==> src/rtl/mem_access.sv <==
// mem_access: RV32I MEM stage - load/store over a req/ack port with lane steering, extension and misalign/bus-error traps
module mem_access #(
  parameter int TIMEOUT = 64
) (
  input  logic        clk,
  input  logic        rst,
  input  logic        valid_i,
  input  logic        flush_i,
  input  logic [7:0]  aluop_i,
  input  logic [31:0] mem_addr_i,
  input  logic [31:0] reg2_i,
  input  logic [4:0]  wd_i,
  input  logic        wreg_i,
  input  logic [31:0] wdata_i,
  output logic        ram_req_o,
  output logic        ram_we_o,
  output logic [31:0] ram_addr_o,
  output logic [3:0]  ram_be_o,
  output logic [31:0] ram_wdata_o,
  input  logic [31:0] ram_rdata_i,
  input  logic        ram_ack_i,
  output logic        valid_o,
  output logic [4:0]  wd_o,
  output logic        wreg_o,
  output logic [31:0] wdata_o,
  output logic        excp_misalign_o,
  output logic        excp_buserr_o,
  output logic        stallreq_o
);
  localparam logic [7:0] EXE_LB_OP  = 8'b1110_0000;
  localparam logic [7:0] EXE_LH_OP  = 8'b1110_0001;
  localparam logic [7:0] EXE_LW_OP  = 8'b1110_0011;
  localparam logic [7:0] EXE_LBU_OP = 8'b1110_0100;
  localparam logic [7:0] EXE_LHU_OP = 8'b1110_0101;
  localparam logic [7:0] EXE_SB_OP  = 8'b1110_1000;
  localparam logic [7:0] EXE_SH_OP  = 8'b1110_1001;
  localparam logic [7:0] EXE_SW_OP  = 8'b1110_1011;
  localparam int CW = $clog2(TIMEOUT);
  typedef enum logic {IDLE, REQ} state_t;
  state_t state, state_n;
  logic [7:0] op_q;
  logic [1:0] off_q;
  logic wreg_q;
  logic [CW-1:0] cnt;
  logic is_load, is_store, is_mem, misal, go, issue, done;
  logic [7:0] lb;
  logic [15:0] lh;
  logic [31:0] ld, st_n, wdata_n;
  logic [3:0] be_n;
  logic [4:0] wd_n;
  logic v_n, wreg_n, mis_n, berr_n;
  assign is_load  = aluop_i inside {EXE_LB_OP, EXE_LH_OP, EXE_LW_OP, EXE_LBU_OP, EXE_LHU_OP};
  assign is_store = aluop_i inside {EXE_SB_OP, EXE_SH_OP, EXE_SW_OP};
  assign is_mem   = is_load | is_store;
  assign misal = ((aluop_i inside {EXE_LH_OP, EXE_LHU_OP, EXE_SH_OP}) & mem_addr_i[0]) |
                 ((aluop_i inside {EXE_LW_OP, EXE_SW_OP}) & (|mem_addr_i[1:0]));
  assign go    = state == IDLE && valid_i && !flush_i;
  assign issue = go & is_mem & !misal;
  assign done  = state == REQ && (ram_ack_i || cnt == CW'(TIMEOUT - 1));
  // Stall drops in the completing cycle so the held EX/MEM instruction is not reissued
  assign stallreq_o = issue | (state == REQ & !done);
  assign lb = ram_rdata_i[{off_q, 3'b000} +: 8];
  assign lh = ram_rdata_i[{off_q[1], 4'b0000} +: 16];
  assign ld = op_q == EXE_LB_OP  ? {{24{lb[7]}}, lb} :
              op_q == EXE_LBU_OP ? {24'b0, lb} :
              op_q == EXE_LH_OP  ? {{16{lh[15]}}, lh} :
              op_q == EXE_LHU_OP ? {16'b0, lh} : ram_rdata_i;
  assign be_n = aluop_i == EXE_SB_OP ? 4'b0001 << mem_addr_i[1:0] :
                aluop_i == EXE_SH_OP ? (mem_addr_i[1] ? 4'b1100 : 4'b0011) : 4'b1111;
  assign st_n = aluop_i == EXE_SB_OP ? {4{reg2_i[7:0]}} :
                aluop_i == EXE_SH_OP ? {2{reg2_i[15:0]}} : reg2_i;
  always_ff @(posedge clk or posedge rst)
    if (rst) state <= IDLE;
    else state <= state_n;
  always_comb begin
    state_n = state;
    v_n = 1'b0;
    wreg_n = 1'b0;
    mis_n = 1'b0;
    berr_n = 1'b0;
    wd_n = wd_o;
    wdata_n = wdata_o;
    if (go) begin
      wd_n = wd_i;
      v_n = !issue;
      wreg_n = !is_mem & wreg_i;
      wdata_n = is_mem ? wdata_o : wdata_i;
      mis_n = is_mem & misal;
      state_n = issue ? REQ : IDLE;
    end
    if (done) begin
      state_n = IDLE;
      v_n = 1'b1;
      wreg_n = ram_ack_i & wreg_q;
      wdata_n = ram_ack_i & !ram_we_o ? ld : wdata_o;
      berr_n = !ram_ack_i;
    end
  end
  always_ff @(posedge clk or posedge rst)
    if (rst) begin
      ram_req_o <= 1'b0;
      ram_we_o <= 1'b0;
      ram_addr_o <= '0;
      ram_be_o <= '0;
      ram_wdata_o <= '0;
      valid_o <= 1'b0;
      wd_o <= '0;
      wreg_o <= 1'b0;
      wdata_o <= '0;
      excp_misalign_o <= 1'b0;
      excp_buserr_o <= 1'b0;
      op_q <= '0;
      off_q <= '0;
      wreg_q <= 1'b0;
      cnt <= '0;
    end else begin
      valid_o <= v_n;
      wd_o <= wd_n;
      wreg_o <= wreg_n;
      wdata_o <= wdata_n;
      excp_misalign_o <= mis_n;
      excp_buserr_o <= berr_n;
      if (issue) begin
        ram_req_o <= 1'b1;
        ram_we_o <= is_store;
        ram_addr_o <= {mem_addr_i[31:2], 2'b00};
        ram_be_o <= be_n;
        ram_wdata_o <= st_n;
        op_q <= aluop_i;
        off_q <= mem_addr_i[1:0];
        wreg_q <= is_load & wreg_i;
        cnt <= '0;
      end else if (done) ram_req_o <= 1'b0;
      else if (state == REQ) cnt <= cnt + 1'b1;
    end
endmodule

==> config.mk <==
export PLATFORM = sky130hd
export DESIGN_NAME = mem_access
export DESIGN_NICKNAME = d
export VERILOG_FILES = /design/src/rtl/mem_access.sv
export SDC_FILE = /design/constraint.sdc
export NUM_CORES = 1
export LEC_CHECK = 0
export BUFFER_PORTS_ARGS = -buffer_cell sky130_fd_sc_hd__buf_2
export CORE_ASPECT_RATIO = 2
export CORE_MARGIN = 1.5
export CORE_UTILIZATION = 50
export CTS_BUF_LIST = sky130_fd_sc_hd__clkbuf_4 sky130_fd_sc_hd__clkbuf_8 sky130_fd_sc_hd__clkbuf_16
export DETAILED_ROUTE_END_ITERATION = 7
export GPL_ROUTABILITY_DRIVEN = 0
export GPL_TIMING_DRIVEN = 0
export MAX_ROUTING_LAYER = met4
export PLACE_DENSITY = 0.91
export SYNTH_ARGS = -nofsm -noshare
export SYNTH_HDL_FRONTEND = slang
export SYNTH_SLANG_ARGS = --single-unit
==> constraint.sdc <==
create_clock -name clk -period 11.2 [get_ports clk]
set_input_delay 0.56 -clock clk [delete_from_list [all_inputs] [get_ports clk]]
set_output_delay 0.56 -clock clk [all_outputs]
set_load 0.01 [all_outputs]
# Yosys cells after proc, flatten, opt, wreduce, memory -nomap -nowiden

Cells that the tools add are included.

$add $sub $neg: 1
Equal/unequal tests: 16
Shift-type cells: 3
Mux-type cells: 27
Bitwise logic cells: 14
Reductions and logical operators: 21

Operators by type and width:

| cell                                                   | number |
|---|---|
| 2-to-1 mux 32 bit                                      | 10 |
| equality test 8 bit (second input constant)            | 12 |
| indexed part select 32 x 6 -> 16 bit                   | 1 |
| indexed part select 32 x 6 -> 8 bit                    | 1 |
| 2-to-1 mux 6 bit                                       | 3 |
| 2-to-1 mux 4 bit                                       | 3 |
| 2-to-1 mux 1 bit                                       | 11 |
| AND 1 bit                                              | 10 |
| nonzero test 2 bit                                     | 4 |
| zero test 1 bit                                        | 7 |
| adder 6 x 1 -> 6 bit (second input constant)           | 1 |
| equality test 6 bit (second input constant)            | 1 |
| nonzero test 3 bit                                     | 2 |
| nonzero test 5 bit                                     | 1 |
| inequality test 2 x 1 -> 1 bit (second input constant) | 2 |
| left shift 1 x 2 -> 4 bit (first input constant)       | 1 |
| logical AND 1 bit                                      | 3 |
| OR 1 bit                                               | 3 |
| AND reduction 3 bit                                    | 1 |
| inequality test 2 bit (second input constant)          | 1 |
| AND reduction 2 bit                                    | 1 |
| OR reduction 2 bit                                     | 1 |
| logical OR 1 bit                                       | 1 |
| NOT 1 bit                                              | 1 |

Register bits after elaboration: 127
Input port bits: 147
Output and inout port bits: 112
Word-level logic and storage cells: 98

# Depth between registers and ports, before layout

Gate-level depths: netlist of run 1.

Depth in word-level cells: 9
Mapped depth: 9
Gate-level depth less buffers: 6

# Worst setup path after synthesis of run 1

No wires, ideal clock.

Path kind: input -> output
Start point: input port aluop_i[4]
End point: output port stallreq_o
Arrival: 1.835 ns
Data required time: 10.640 ns
Setup slack: 8.805 ns
Stages on the path: 7
Buffers on the path: 3
Path through: and4b_1 > nand3_1 > a211o_1 > buf_6 > buf_6 > buf_6 > nand2_1

Cells in the longest elaborated chain, start to end: 7
Elaborated cells between the ends (all ways): 20
Those cells by class: 8 x eq/ne; 7 x bitwise; 5 x reduce/logical

RTL lines:

| item                                                     | line   | RTL |
|---|---|---|
| start, declared                                          | 9      | `input logic [7:0] aluop_i,` |
| equality test 8 bit (on tied branches)                   | --     |  |
| nonzero test 3 bit or nonzero test 2 bit (tied branches) | 55, 56 |  |
| AND 1 bit (on tied branches)                             | 55, 56 |  |
| OR 1 bit                                                 | 55     | `assign misal = ((aluop_i inside {EXE_LH_OP, EXE_LHU_OP, EXE_SH_OP}) & mem_addr_i[0]) \|` |
| zero test 1 bit                                          | 58     | `assign issue = go & is_mem & !misal;` |
| AND 1 bit *                                              | 58     |  |
| OR 1 bit *                                               | 61     | `assign stallreq_o = issue \| (state == REQ & !done);` |
| end, declared                                            | 28     | `output logic stallreq_o` |

Mark *: on every way between the ends. The rest lies on a longest branch, timed or not.

# Final worst setup path of run 1

Start point: register state
End point: output port stallreq_o

Cells in the longest elaborated chain, start to end: 6
Elaborated cells between the ends (all ways): 9
Those cells by class: 5 x bitwise; 4 x reduce/logical

RTL lines:

| item                            | line | RTL |
|---|---|---|
| start, declared                 | 40   | `state_t state, state_n;` |
| start signal, assigned          | 74   | `else state <= state_n;` |
| NOT 1 bit                       | 57   | `assign go = state == IDLE && valid_i && !flush_i;` |
| logical AND 1 bit (2 in series) | 57   |  |
| AND 1 bit (2 in series)         | 58   |  |
| OR 1 bit *                      | 61   |  |

Marked as above.

==> results of run 1 <==
## worst paths after layout
path,end,slack (ns),cells after the start
max in group asynchronous,ram_wdata_o[3],10.23,3
worst min-delay path,ram_addr_o[23],0.20,2
min in group clk,wd_o[4],0.34,3
worst min register to register,ram_addr_o[16],0.47,2
worst max-delay path,stallreq_o,8.32,8
worst max register to register,wdata_o[31],8.89,8
## logic make-up after synthesis
kind of cell,count (synthesis),share of synthesized area
adders and majority gates,1,0.00201
other,1,0.000602
muxes,29,0.0470
AOI/OAI and AO/OA,168,0.170
buffers and inverters,61,0.0531
and+or+nand+nor,306,0.211
DFF,127,0.510
xor gates and xnor gates,4,0.00563
## sequential cells by signal, summed over array words and instances, names as in the netlist
| name | flops |
|---|---|
| ram_req_o | 1 |
| state | 1 |
| ram_wdata_o | 32 |
| off_q | 2 |
| valid_o | 1 |
| wd_o | 5 |
| wdata_o | 32 |
| ram_be_o | 4 |
| op_q | 8 |
| ram_addr_o | 30 |
| ram_we_o | 1 |
| wreg_q | 1 |
| excp_buserr_o | 1 |
| excp_misalign_o | 1 |
| cnt | 6 |
| wreg_o | 1 |
## worst register-to-register path, cell delays in order, from the launching register on
cell and delay [ns]:
dfrtp_1 0.42, ha_1 0.25, nand2_1 0.15, o31a_1 0.16, clkbuf_1 0.40, clkbuf_1 0.50, a21o_1 0.15, o22ai_1 0.07
o21ai_1 0.14
## layout by cell type, fill, tap and decap left out, drive strengths merged, types with 2 or more instances in the layout
cell type    n
nand3       14
a211oi       7
nand2b      11
o22ai       25
mux2i       27
clkbuf      36
inv         11
clkinv       7
nor3         5
o21ai       78
o311ai       2
nor2        31
a21o        10
or3          2
a222oi       6
nand2      224
nor3b        2
dfrtp      127
a31oi        2
bufinv       2
and4b        2
and2         2
mux2         2
conb         2
a21oi       17
nor2b        6
a2bb2oi      6
o31ai        8
xor2         2
nand4b       2
xnor2        2
buf        291
## layout make-up
class | count | area (µm²)
Antenna cell | 1 | 2.50
Buffer | 50 | 289
Clock buffer | 21 | 468
Clock inverter | 10 | 114
Fill cell | 995 | 3820
Inverter | 11 | 46.3
Multi-Input combinational cell | 510 | 2720
Sequential cell | 127 | 3180
Tap cell | 147 | 184
Timing Repair Buffer | 256 | 1300
## metal layers
layer	GRT usage	up-vias
met5	-	-
met2	0.535	346
met3	0.0915	89
met4	0.193	0
li1	-	2928
met1	0.325	2935
## power by group through the flow
stage          combinational, mW  clock [mW]  sequential, mW
2_1_floorplan             0.0972           0           0.577
3_3_place_gp               0.227           0           0.551
3_5_place_dp               0.236           0           0.553
4_1_cts                    0.236       0.548           0.547
5_1_grt                    0.261       0.569           0.554
6_report                   0.238       0.542           0.547
==> impl_metrics.csv, run 1 <==
group,metric,value,unit
logic_synthesis,ys_warn_count,0,
floorplan,initial_core_util,0.514,
final_layout,area_delta_synth_final,33.4,%
logic_synthesis,synth_top_area_cell,"dfrtp_1",
critical_path,critPathBufInv,5,
critical_path,worstSetupEndpointType,"output port",
placement,port_buffers,255,
critical_path,crit_fanout,10,
logic_synthesis,yosysMostFrequentCell,"nand2_1",
grt,antenna_found_initial,1,
grt,grt_pass1_wl,30800,µm
placement,dpl.hpwl,15000,µm
route,via_per_inst,5.56,
clock_network,clock_sinks,127,
logic_synthesis,synthTopCellsByCount,"nand2_1 (224), dfrtp_1 (127), o21ai_0 (63), nor2_1 (30), mux2i_1 (27)",
route,first_pass_iters,7,
timing,hold-worst-slack,0.198,ns
clock_network,cts_root_buffer,"clkbuf_16",
logic_synthesis,syn_area_per_cell,8.93,µm²
hold_path,hp-class,"in2async",
logic_synthesis,async_flop_share,1.00,
power,clockPowerShare,0.408,
status,status,"finished clean",
power,swShare,0.278,
critical_path,max_stage_delay,0.45,ns
logic_synthesis,synth_top_area_share,0.510,
floorplan,die_y,161,µm
floorplan,core,0.0121,mm²
route,wl_met2,10500,µm
critical_path,crit_chain,"or3b_1 -> buf_2 -> a211o_1 -> buf_6 -> buf_6 -> buf_6 -> nand2_1 -> buf_2",
route,drc,0,
logic_synthesis,netlist_area,0.00623,mm²
power,power_leakage,4.55,nW
power,netSwitchingPower,0.369,mW
logic_synthesis,synth.distinct_cells,57,
critical_path,worst_r2r_startpoint,"cnt[0]",
logic_synthesis,ys.flop_type,"dfrtp_1",
final_layout,nets,1121,
critical_path,crit_required,10.64,ns
timing,timing.final.ws_setup,8.32,ns
clock_network,cts_hold_buffers,0,
timing,skew,0.00704,ns
logic_synthesis,ys_seq_area_frac,0.510,
final_layout,drive_gt1_frac,0.341,
critical_path,cp.arrival,2.32,ns
clock_network,path_clk_slew,0.06,ns
route,routed_wl,20100,µm
route,vias,6298,
final_layout,fin_util,0.685,
power,combPwrFrac,0.179,
placement,dp_slack,8.39,ns
route,wl_met1,6930,µm
placement,dp_cells,1101,
logic_synthesis,synth_edf_count,0,
grt,grt_use_total,0.323,
floorplan,die_area,0.0132,mm²
flow_run,cap_violations,0,
route,met3_length,1480,µm
timing,slew_violations,0,
route,drt_iter0_markers,452,
route,ant_nets,0,
power,pwr_density_cell,160,mW/mm²
final_layout,fin_cells,1133,
clock_network,ctsLongestPathBuffers,2,
floorplan,pin_count,259,
timing,min_period,2.88,ns
final_layout,final_area,0.00831,mm²
critical_path,critPathTopFamily,"buffers and inverters",
clock_network,cts_buffers,17,
clock_network,cts_tree,"yes",
timing,setup_violations,0,
clock_network,postCtsSetupRepairBufs,0,
route,highest_layer,"met4",
floorplan,die_x,81.9,µm
power,p_int,0.958,mW
power,peakVddDrop,0.134,mV
timing,worst_slew_pin_slew,0.728,ns
grt,grt_pass1_vias,6228,
logic_synthesis,synth_area_leaders,"dfrtp_1 (51%), nand2_1 (14%), o21ai_0 (5.1%)",
critical_path,cp-startpoint,"state",
floorplan,num_rows,57,
clock_network,clkLatencyLatePin,0.41,ns
power,pwr-share-seq,0.412,
route,post_drt_wl_per_cell,17.7,µm
critical_path,startpoint_type,"flop",
timing,fmax,0.348,GHz
logic_synthesis,syn_inst,697,
critical_path,slowest_stage,"dfrtp_1",
timing,max-slew-margin-rel,0.514,
clock_network,htree_levels,4,
logic_synthesis,synth-seq-cells,127,
critical_path,crit_top_cell,"buf_6",
power,total_power,1.33,mW
grt,grt_overflow_total,0,
timing,tns,0,ns
placement,placed_area,0.00772,mm²
timing,finalHoldViolations,0,
clock_network,post_cts_resized,0,
timing,rsz0062_at_grt,"no",
grt,grt_max_degree,75,
timing,min_period_over_period,0.257,
critical_path,path_class,"reg2out",
No activity file was read; power rests on OpenSTA's default activity.
==> run 2: changes to the inputs <==
Settings changed: CORE_UTILIZATION 50 to 49, PLACE_DENSITY 0.91 to 0.89.
Clock period 11.2 ns to 2.8 ns, I/O delays scaled along.
==> run 2 against run 1 <==
Compared with the run above: total power increased to 4.2 times the previous value; sequential cell count unchanged; count of clock-buffer cells in the layout is 2 lower; non-clock buffer count up 47; final area increased by 6.6%; hold slack worse by 0.18 ns; global-route usage rose by 1.3 points; highest routed layer unchanged.
==> impl_metrics.csv, run 2 (same netlist as run 1, synthesis figures left out) <==
group,metric,value,unit
timing,min_period_over_period,0.887,
route,post_drt_wl_per_cell,18.1,µm
final_layout,area_delta_synth_final,42.2,%
grt,grt_overflow_total,0,
final_layout,drive_gt1_frac,0.328,
critical_path,r2r_cells,8,
route,vias,6672,
clock_network,cts_tree,"yes",
route,via_per_inst,5.63,
clock_network,postCtsSetupRepairBufs,0,
timing,rsz0062_at_grt,"no",
critical_path,startpoint_type,"flop",
clock_network,cts_root_buffer,"clkbuf_16",
critical_path,critPathTopFamily,"buffers and inverters",
final_layout,fin_util,0.709,
power,pwr_density_cell,628,mW/mm²
clock_network,path_clk_slew,0.06,ns
critical_path,crit_fanout,10,
timing,finalHoldViolations,0,
timing,max-slew-margin-rel,0.499,
clock_network,cts_hold_buffers,45,
grt,grt_use_total,0.336,
critical_path,crit_required,2.66,ns
critical_path,critPathBufInv,5,
timing,skew,0.00857,ns
floorplan,die_area,0.0134,mm²
timing,slew_violations,0,
grt,grt_pass1_wl,32600,µm
grt,grt_pass1_vias,6707,
power,peakVddDrop,0.544,mV
critical_path,cp.depth,8,
placement,dpl.hpwl,15000,µm
floorplan,core,0.0125,mm²
timing,setup_violations,0,
route,ant_nets,0,
final_layout,fin_cells,1186,
route,drt_iter0_markers,476,
final_layout,final_common_cell,"buf_2",
floorplan,initial_core_util,0.499,
critical_path,path_class,"reg2out",
route,routed_wl,21500,µm
critical_path,crit_chain,"or3b_1 -> buf_2 -> a211o_1 -> buf_6 -> buf_6 -> buf_6 -> nand2_1 -> buf_2",
route,first_pass_iters,5,
flow_run,cap_violations,0,
final_layout,reg.largest.list,"ram_wdata_o (32), wdata_o (32), ram_addr_o (30)",
power,total_power,5.56,mW
power,power_leakage,4.75,nW
route,drc,0,
floorplan,die_y,162,µm
clock_network,clock_sinks,127,
final_layout,nets,1168,
timing,worst_slew_pin_slew,0.751,ns
hold_path,hp-class,"in2reg",
critical_path,slowest_stage,"dfrtp_1",
grt,grt_max_degree,44,
hold_path,whs_path_depth,3,
critical_path,max_stage_delay,0.45,ns
critical_path,crit_top_cell,"buf_6",
clock_network,post_cts_resized,0,
clock_network,cts_buffers,17,
status,status,"finished clean",
clock_network,ctsLongestPathBuffers,2,
placement,dp_cells,1106,
clock_network,clkLatencyLatePin,0.40,ns
floorplan,die_x,82.7,µm
timing,fmax,0.403,GHz
critical_path,cp.arrival,2.34,ns
final_layout,layout_common_cells,"buf_2 (276), nand2_1 (224), dfrtp_1 (127), o21ai_0 (63), dlygate4sd3_1 (45)",
floorplan,num_rows,58,
final_layout,n_fill_cell,958,
floorplan,pin_count,259,
placement,port_buffers,255,
timing,min_period,2.48,ns
timing,tns,0,ns
critical_path,worstSetupEndpointType,"output port",
grt,antenna_found_initial,2,
clock_network,htree_levels,4,
[run 2: cell types whose count changed in the layout (fill, tap and decap cells not counted), sizes merged]
cell,delta
clkinvlp,+5
clkbuf,-2
diode,+2
inv,-1
buf,+2
clkinv,-3
bufinv,+2
dlygate4sd3,+45
[run 2: final timing paths]
| path | from | endpoint | slack, ns |
|---|---|---|---|
| min reg2reg | ram_addr_o[18] | ram_addr_o[18] | 0.47 |
| min | wdata_i[3] | wdata_o[3] | 0.02 |
| min in group asynchronous | rst | ram_wdata_o[19] | 0.30 |
| max | state | stallreq_o | 0.32 |
| max in group asynchronous | rst | ram_addr_o[19] | 1.71 |
| max reg2reg | cnt[0] | wdata_o[31] | 0.48 |
[run 2: cell type report]
cell class	count	area [µm²]	area share
well taps	150	188	0.0212
clock buffers	19	447	0.0505
flip-flops and latches	127	3180	0.359
inverters	11	45.0	0.00509
multi-input cells	510	2720	0.307
plain buffers	50	289	0.0327
repair buffers	303	1790	0.202
diodes	3	7.51	0.000848
clock inverters	13	189	0.0213
[run 2: report_power, final]
group          internal [mW]  switching (mW)  leakage [nW]
logic                  0.447           0.572          2.79
clock network           1.52           0.825         0.295
registers               2.06           0.130          1.67
total                   4.03            1.53          4.75
[run 2: per-stage QoR]
step                hold slack [ns]  cell area [µm²]  worst slack (ns)
floorplan                     0.213             6230              1.02
global placement              0.328             7700             0.305
detailed placement            0.173             7760             0.555
CTS                         0.00455             8840             0.332
global route                0.00590             8850             0.253
finish                       0.0163             8850             0.316
[run 2: worst min-delay path, stage by stage]
cell	delay (ns)
buf_2	0.08
a2bb2oi_1	0.05
o21ai_1	0.11
[run 2: metal layers]
| metal | up-vias | track usage | share of wire |
|---|---|---|---|
| met2 | 416 | 0.558 | 0.52 |
| met1 | 3114 | 0.334 | 0.33 |
| met3 | 118 | 0.0812 | 0.079 |
| met5 | - | - | 0 |
| li1 | 3024 | - | - |
| met4 | 0 | 0.230 | 0.068 |
==> run 3: changes to the inputs <==
==> constraint.sdc (replaced) <==
create_clock -name clk -period 2.8 [get_ports clk]
set_input_delay 0.14 -clock clk [delete_from_list [all_inputs] [get_ports clk]]
set_output_delay 0.14 -clock clk [all_outputs]
set_load 0.1 [all_outputs]
==> run 3 against run 2 <==
Compared with the run above: cell count unchanged; final area about the same; utilization about the same; sequential share of layout area about the same; clock power about the same; non-clock buffer count unchanged; critical endpoint unchanged.
==> impl_metrics.csv, run 3 (same netlist as run 1, synthesis figures left out) <==
group,metric,value,unit
timing,finalHoldViolations,0,
final_layout,final_common_cell,"buf_2",
timing,fmax,0.372,GHz
hold_path,hp-class,"in2reg",
flow_run,cap_violations,0,
route,post_drt_wl_per_cell,18.1,µm
grt,grt_use_total,0.336,
critical_path,worst_r2r_startpoint,"cnt[0]",
final_layout,layout_common_cells,"buf_2 (275), nand2_1 (224), dfrtp_1 (127), o21ai_0 (63), dlygate4sd3_1 (45)",
final_layout,reg.largest.list,"ram_wdata_o (32), wdata_o (32), ram_addr_o (30)",
timing,timing.final.ws_setup,0.112,ns
power,total_power,6.99,mW
placement,dp_cells,1106,
floorplan,num_rows,58,
clock_network,clkLatencyLatePin,0.40,ns
floorplan,pin_count,259,
hold_path,hp-start,"wdata_i[3]",
timing,hold-worst-slack,0.0163,ns
final_layout,fin_cells,1186,
final_layout,nets,1168,
hold_path,whs_endpoint,"wdata_o[3]",
timing,slew_violations,0,
timing,skew,0.00857,ns
placement,port_buffers,255,
floorplan,die_y,162,µm
placement,placed_area,0.00776,mm²
critical_path,cp.arrival,2.55,ns
critical_path,crit_fanout,10,
critical_path,worstSetupEndpointType,"output port",
floorplan,die_x,82.7,µm
route,drt_iter0_markers,476,
power,pwr_density_cell,790,mW/mm²
route,routed_wl,21500,µm
final_layout,drive_gt1_frac,0.328,
power,peakVddDrop,0.668,mV
grt,grt_overflow_total,0,
placement,dp_slack,0.475,ns
route,drc,0,
power,power_leakage,4.75,nW
critical_path,crit_required,2.66,ns
grt,grt_pass1_wl,32600,µm
floorplan,die_area,0.0134,mm²
clock_network,path_clk_slew,0.06,ns
floorplan,initial_core_util,0.499,
route,via_per_inst,5.62,
status,status,"finished clean",
final_layout,area_delta_synth_final,42.2,%
route,vias,6666,
critical_path,path_class,"reg2out",
timing,rsz0062_at_grt,"no",
route,first_pass_iters,5,
critical_path,startpoint_type,"flop",
critical_path,reg2reg_slack,0.48,ns
clock_network,htree_levels,4,
clock_network,clock_sinks,127,
timing,setup_violations,0,
final_layout,final_area,0.00885,mm²
timing,min_period_over_period,0.960,
grt,grt_max_degree,44,
final_layout,fin_util,0.709,
clock_network,cts_root_buffer,"clkbuf_16",
timing,tns,0,ns
timing,worst_slew_pin_slew,0.751,ns
timing,max-slew-margin-rel,0.499,
grt,grt_pass1_vias,6707,
clock_network,cts_buffers,17,
critical_path,r2r_cells,8,
hold_path,whs_path_depth,3,
floorplan,core,0.0125,mm²
clock_network,cts_tree,"yes",
placement,dpl.hpwl,15000,µm
timing,min_period,2.69,ns
clock_network,ctsLongestPathBuffers,2,
critical_path,r2r_end,"wdata_o[31]",
route,ant_nets,0,
grt,antenna_found_initial,2,
-- run 3: power by group --
group	internal (mW)	total [mW]	switching (mW)	leakage, nW
clock	1.52	2.35	0.825	0.295
sequential	2.06	2.19	0.130	1.67
combinational	0.447	2.45	2.00	2.79
total	4.03	6.99	2.96	4.75
-- run 3: area by class of cell --
type / count / area [µm²]
timing repair buffer: 303 / 1790
tap: 150 / 188
sequential: 127 / 3180
multi-input combinational: 510 / 2720
clock buffer: 19 / 447
antenna: 3 / 7.51
buffer: 50 / 289
fill: 957 / 3630
inverter: 11 / 45.0
clock inverter: 13 / 189
-- run 3: worst max-delay path by stage --
stage	start	endpoint	depth (start not counted)	slack (ns)
CTS	state	stallreq_o	8	0.04
global route	state	stallreq_o	8	0.05
floorplan	state	stallreq_o	7	0.46
global placement	rst	ram_addr_o[10]	2	0.31
finish	state	stallreq_o	8	0.11
detailed placement	state	stallreq_o	8	0.47
-- run 3: worst max-delay path, stage by stage (launching register included) --
cell,delay (ns)
dfrtp_1,0.45
or3b_1,0.41
buf_2,0.20
a211o_1,0.25
buf_6,0.13
buf_6,0.15
buf_6,0.15
nand2_1,0.06
clkbuf_4,0.33
-- run 3: timing repair --
item	CTS	global route
setup endpoints to repair	0	1
setup buffers	0	0
hold buffers	45	0
gates resized for setup	0	1
hold endpoints to repair	62	0
-- run 3: per-layer routing --
metal  part of all wire  vias up  track usage
li1                   -     3024            -
met1               0.33     3115        0.334
met2               0.52      411        0.558
met3              0.079      116       0.0812
met4              0.068        0        0.230
met5                  0        -            -
